==> config.mk <==
export PLATFORM = sky130hd
export DESIGN_NAME = sccb_responder
export DESIGN_NICKNAME = d
export VERILOG_FILES = /design/src/rtl/sccb_responder.sv
export SDC_FILE = /design/constraint.sdc
export NUM_CORES = 2
export LEC_CHECK = 0
export BUFFER_PORTS_ARGS = -buffer_cell sky130_fd_sc_hd__buf_2
export CAP_MARGIN = 5
export CORE_MARGIN = 2
export CORE_UTILIZATION = 26
export CTS_CLUSTER_SIZE = 10
export DETAILED_ROUTE_END_ITERATION = 10
export PLACE_DENSITY = 0.39
export REMOVE_ABC_BUFFERS = 1
export SLEW_MARGIN = 20
export SYNTH_ARGS = -nofsm -noshare
export SYNTH_HDL_FRONTEND = slang
export SYNTH_SLANG_ARGS = --single-unit
==> constraint.sdc <==
create_clock -name clk -period 3.72 [get_ports clk]
set_input_delay 0.93 -clock clk [delete_from_list [all_inputs] [get_ports clk]]
set_output_delay 0.93 -clock clk [all_outputs]
set_load 0.02 [all_outputs]
==> src/rtl/sccb_responder.sv <==
// sccb_responder: SCCB slave with an internal register bank, write/read strobes and a debug word.
// Define SCCB_ACK_DRIVE_EN to pull SDA low during the X bits (I2C-style ACK).
module sccb_responder #(
    parameter logic [7:0] DEV_ID      = 8'h42,
    parameter int         ADDR_W      = 8,
    parameter int         SYNC_STAGES = 2
) (
    input  logic              clk,
    input  logic              rst,
    input  logic              scl_in,
    input  logic              sda_in,
    output logic              sda_oe,
    output logic              wr_stb,
    output logic [ADDR_W-1:0] wr_addr,
    output logic [7:0]        wr_data,
    output logic              rd_stb,
    output logic              busy,
    output logic [31:0]       debug_out
);
`ifdef SCCB_ACK_DRIVE_EN
    localparam logic ACK = 1'b1;
`else
    localparam logic ACK = 1'b0;
`endif
    typedef enum logic [3:0] {
        S_IDLE, S_ID, S_ID_X, S_SUB, S_SUB_X, S_WDATA, S_WDATA_X,
        S_RD_LOAD, S_RDATA, S_RD_NA, S_IGNORE
    } state_t;
    state_t r_state, w_next;
    logic [SYNC_STAGES-1:0] r_scl_s, r_sda_s;
    logic r_scl_d, r_sda_d, r_x_seen, r_rd, r_sda_oe, r_wr_stb, r_rd_stb, r_busy;
    logic [7:0] r_shift, r_wr_data, r_last_sub, r_last_data;
    logic [2:0] r_cnt;
    logic [15:0] r_wcount;
    logic [ADDR_W-1:0] r_sub, r_wr_addr;
    logic [7:0] r_mem [2**ADDR_W];
    logic w_scl, w_sda, w_scl_rise, w_scl_fall, w_start, w_stop;
    logic w_bit_done, w_x_done, w_id_match, w_shift_state, w_x_state;
    logic [7:0] w_byte, w_rd_byte;
    assign w_scl         = r_scl_s[SYNC_STAGES-1];
    assign w_sda         = r_sda_s[SYNC_STAGES-1];
    assign w_scl_rise    = w_scl & ~r_scl_d;
    assign w_scl_fall    = ~w_scl & r_scl_d;
    assign w_start       = w_scl & r_scl_d & r_sda_d & ~w_sda;
    assign w_stop        = w_scl & r_scl_d & ~r_sda_d & w_sda;
    assign w_byte        = {r_shift[6:0], w_sda};
    assign w_rd_byte     = r_mem[r_sub];
    assign w_bit_done    = w_scl_rise && r_cnt == 3'd7;
    assign w_x_done      = w_scl_fall && r_x_seen;
    assign w_id_match    = r_shift[6:0] == DEV_ID[7:1];
    assign w_shift_state = r_state inside {S_ID, S_SUB, S_WDATA};
    assign w_x_state     = r_state inside {S_ID_X, S_SUB_X, S_WDATA_X};
    always_comb begin
        w_next = r_state;
        if (w_stop)
            w_next = S_IDLE;
        else if (w_start)
            w_next = S_ID;
        else
            case (r_state)
                S_ID:      if (w_bit_done) w_next = w_id_match ? S_ID_X : S_IGNORE;
                S_ID_X:    if (w_x_done) w_next = r_rd ? S_RD_LOAD : S_SUB;
                S_SUB:     if (w_bit_done) w_next = S_SUB_X;
                S_SUB_X:   if (w_x_done) w_next = S_WDATA;
                S_WDATA:   if (w_bit_done) w_next = S_WDATA_X;
                S_WDATA_X: if (w_x_done) w_next = S_IGNORE;
                S_RD_LOAD: w_next = S_RDATA;
                S_RDATA:   if (w_scl_fall && r_cnt == 3'd7) w_next = S_RD_NA;
                S_RD_NA:   w_next = S_IGNORE;
                default:   w_next = r_state;
            endcase
    end
    always_ff @(posedge clk) begin
        if (rst) begin
            r_scl_s     <= '1;
            r_sda_s     <= '1;
            r_scl_d     <= 1'b1;
            r_sda_d     <= 1'b1;
            r_state     <= S_IDLE;
            r_shift     <= '0;
            r_cnt       <= '0;
            r_x_seen    <= 1'b0;
            r_rd        <= 1'b0;
            r_sub       <= '0;
            r_sda_oe    <= 1'b0;
            r_wr_stb    <= 1'b0;
            r_rd_stb    <= 1'b0;
            r_busy      <= 1'b0;
            r_wr_addr   <= '0;
            r_wr_data   <= '0;
            r_last_sub  <= '0;
            r_last_data <= '0;
            r_wcount    <= '0;
            for (int i = 0; i < 2**ADDR_W; i++) r_mem[i] <= '0;
        end else begin
            r_scl_s  <= {r_scl_s[SYNC_STAGES-2:0], scl_in};
            r_sda_s  <= {r_sda_s[SYNC_STAGES-2:0], sda_in};
            r_scl_d  <= w_scl;
            r_sda_d  <= w_sda;
            r_state  <= w_next;
            r_wr_stb <= 1'b0;
            r_rd_stb <= 1'b0;
            if (w_stop || w_start) begin
                r_cnt    <= '0;
                r_sda_oe <= 1'b0;
                if (w_stop) r_busy <= 1'b0;
            end else if (w_shift_state && w_scl_rise) begin
                r_shift  <= w_byte;
                r_cnt    <= r_cnt + 3'd1;
                r_x_seen <= 1'b0;
                if (w_bit_done && r_state == S_ID && w_id_match) begin
                    r_busy <= 1'b1;
                    r_rd   <= w_sda;
                end
                if (w_bit_done && r_state == S_SUB) r_sub <= ADDR_W'(w_byte);
                if (w_bit_done && r_state == S_WDATA) begin
                    r_mem[r_sub] <= w_byte;
                    r_wr_stb     <= 1'b1;
                    r_wr_addr    <= r_sub;
                    r_wr_data    <= w_byte;
                    r_wcount     <= r_wcount + 16'd1;
                    r_last_sub   <= 8'(r_sub);
                    r_last_data  <= w_byte;
                end
            end else if (w_x_state) begin
                if (w_scl_rise) r_x_seen <= 1'b1;
                if (w_scl_fall) r_sda_oe <= ACK & ~r_x_seen;
                // Read byte is loaded and its MSB driven on the fall that closes the ID X bit
                if (w_x_done && r_state == S_ID_X && r_rd) begin
                    r_shift  <= {w_rd_byte[6:0], 1'b0};
                    r_sda_oe <= ~w_rd_byte[7];
                    r_rd_stb <= 1'b1;
                end
            end else if (r_state == S_RDATA && w_scl_fall) begin
                r_sda_oe <= (r_cnt != 3'd7) & ~r_shift[7];
                r_shift  <= r_shift << 1;
                r_cnt    <= r_cnt + 3'd1;
            end
        end
    end
    assign sda_oe    = r_sda_oe;
    assign wr_stb    = r_wr_stb;
    assign wr_addr   = r_wr_addr;
    assign wr_data   = r_wr_data;
    assign rd_stb    = r_rd_stb;
    assign busy      = r_busy;
    assign debug_out = {r_last_sub, r_last_data, r_wcount};
endmodule

==> flow_summary.ini <==
[status]
status = finished clean

[yosys]
synth_edf_count = 2048
synth_compound_area_share_pct = 4.40
synth_top_family_by_area = simple AND/OR/NAND/NOR gates
netlist_top_cells_count = and3_1 (2,058), edfxtp_1 (2,048), clkbuf_1 (673)
synthXorXnorAreaFrac_pct = 0.105
synth_top_area_cell = edfxtp_1
async_flop_share_pct = 0
yosys_warnings = 0
muxShareOfSynthArea_pct = 12.5
ys_ff_latch = 2123
synth_area_leaders = edfxtp_1 (62%), and3_1 (13%), mux4_2 (11%)
synth_cells = 6922
synth_area_um2 = 100000
synth_top_area_share_pct = 61.5
synth-simple-area-share_pct = 15.3
seq_area_frac_synth_pct = 63.0
synth_cell_types = 80
synth.avg_cell_area_um2 = 14.4
synthAdderAreaFrac_pct = 0.0375
synth_most_common_cell = and3_1
yosys_most_used_dff = edfxtp_1

[sta]
fmax_mhz = 278
min_period_ps = 3600
timing.hold.ws_ps = 235
slew_violations = 0
finClkSkew_ps = 52.3
post-route-period-util_pct = 96.7
relSlewSlack_pct = 27.6
worstMarginPinSlew_ps = 1090
rsz0062_at_grt = false
hold_viol = 0
setup_viol = 0

[critical_path]
cp-start-kind = register
end_kind = register
worst-path-buf-inv = 4
critPathMaxStageDelay_ps = 570
crit_family = buffers and inverters
slowest_stage = dfxtp_4
required_ps = 4460
arrival_ps = 4330
crit_path_cell_trace = buf_12 -> buf_4 -> mux4_2 -> and2_1 -> o221ai_1 -> o2111ai_2 -> buf_12 -> and3_1 -> a31oi_1 -> buf_4 -> a311oi_1
cp_max_fo = 18
worst-setup-path-type = reg -> reg

[cts]
clk_latency_ps = 900
cts_buffer_depth = 4
cts_tree = built
htreeDepth = 5
cts.sinks = 2123
cts_made_buffers = 268
clkTransAtPathRegs_ps = 60
cts_root_buf = clkbuf_16

[floorplan]
dieArea_um2 = 390000
core-area_um2 = 383000
ios = 56
initial_core_util_pct = 26.1
rows = 227
die_y_um = 624
die_x_um = 624

[detailed_routing]
wl_per_cell_um = 31.2
routed_wirelength_um = 372000
vias = 62400
ant_nets = 0
drt-pass1-iter-count = 7
avgViaCountPerCell = 5.23
remaining_drc_errors = 0
first_iter_violations = 6408

[worst_hold_path]
hp-start = sda_in
hp-class = in -> reg

[power_and_ir_drop]
total_leakage_power_nw = 45.9
p_per_area_nw_per_um2 = 465
power.total_mw = 53.5
ir_drop_uv = 285

[flow_run]
drv_cap = 0

[finish]
drive_gt1_share_pct = 20.6
final_core_util_pct = 30.0
final_nets = 6749
syn_to_final_growth_pct = 14.9
n_fill_cell = 37600

[global_routing]
grt_start_max_net_pins = 147
antenna_found_initial = 27
grt_pass1_vias = 62600
grt_use_total_pct = 18.6
overflow = 0
grt_pass1_wl_um = 522000

[place]
place.gp.congestion = 0.851
portBuffers = 55
hpwl_um = 236000
==> through the flow <==
step           std cells  TNS, ps  worst slack [ps]  instance area [um^2]
2_1_floorplan       5948        -            -25990                 95400
3_3_place_gp       11500    -43.5             -43.5                107000
3_5_place_dp       11500        0              61.4                107000
4_1_cts            11900        0              39.8                115000
5_1_grt            11900        0              64.2                115000
6_report           11900        0               124                115000
==> timing repair <==
item                       CTS  global route
buffers inserted             0             0
gates resized for setup      0             1
setup endpoints to repair    0             1
hold buffers                 0             0
==> metal layers <==
metal  vias to the layer above  wire length, um  GRT usage [%]
met4                         2             9380           4.54
met3                       396            17200           2.21
met2                      1849           177000           30.3
li1                      26600                -              -
met1                     33500           169000           26.4
met5                         -               15              0
==> layout make-up <==
| class | instances | area (um^2) | share of cell area (%) |
|---|---|---|---|
| diodes | 8 | 20.0 | 0.0174 |
| clock buffers | 362 | 7240 | 6.30 |
| clock inverters | 58 | 435 | 0.379 |
| inverters | 12 | 57.6 | 0.0501 |
| multi-input cells | 3813 | 32500 | 28.3 |
| flip-flops and latches | 2123 | 63100 | 54.9 |
| well taps | 5038 | 6300 | 5.49 |
| repair buffers | 524 | 5250 | 4.57 |
==> power by group <==
part / internal, mW / switching, mW
combinational: 0.564 / 1.08
clock: 13.7 / 10.4
sequential: 27.3 / 0.429
==> worst reg2reg max path, cell delays in order, from the launching register on <==
cell and delay [ps]:
dfxtp_4 570, buf_12 270, buf_4 370, mux4_2 400, and2_1 220, o221ai_1 220, o2111ai_2 310, buf_12 230
and3_1 150, a31oi_1 370, buf_4 250, a311oi_1 90
==> kinds of logic (layout without fill, tap and decap cells) <==
family	after synthesis	count (layout)
AND/OR/NAND/NOR	2539	2539
flip-flops	2123	2123
buffers and inverters	986	956
multiplexers	644	644
AO/OA/AOI/OAI	615	615
XOR/XNOR	12	12
adder cells (fa/ha/maj)	3	3
other	0	8
==> sequential cells by signal, indices dropped and copies added (netlist names), 3 cells and up, named ones only <==
name	cells
r_state	4
r_sub	8
r_shift	8
r_cnt	3
r_last_data	8
r_mem	2048
wr_addr	8
r_wcount	16
==> final timing paths <==
path	to	slack [ps]	cells after the start
worst max-delay path	r_shift[3]	120	11
worst max register to register	r_shift[3]	120	11
worst min register to register	r_scl_s[1]	420	1
worst min-delay path	r_sda_s[0]	240	2
==> cell usage in the layout (no fill, tap or decap), types with 82 or more instances in the layout <==
master     count
mux4_2       486
and3_1      2058
edfxtp_1    2048
a21oi_1       84
mux2i_1      143
buf_4        354
a21o_1       260
clkbuf_16    273
buf_12       115
nand2_1      194
clkbuf_1      82
(Power assumes the default switching activity.)
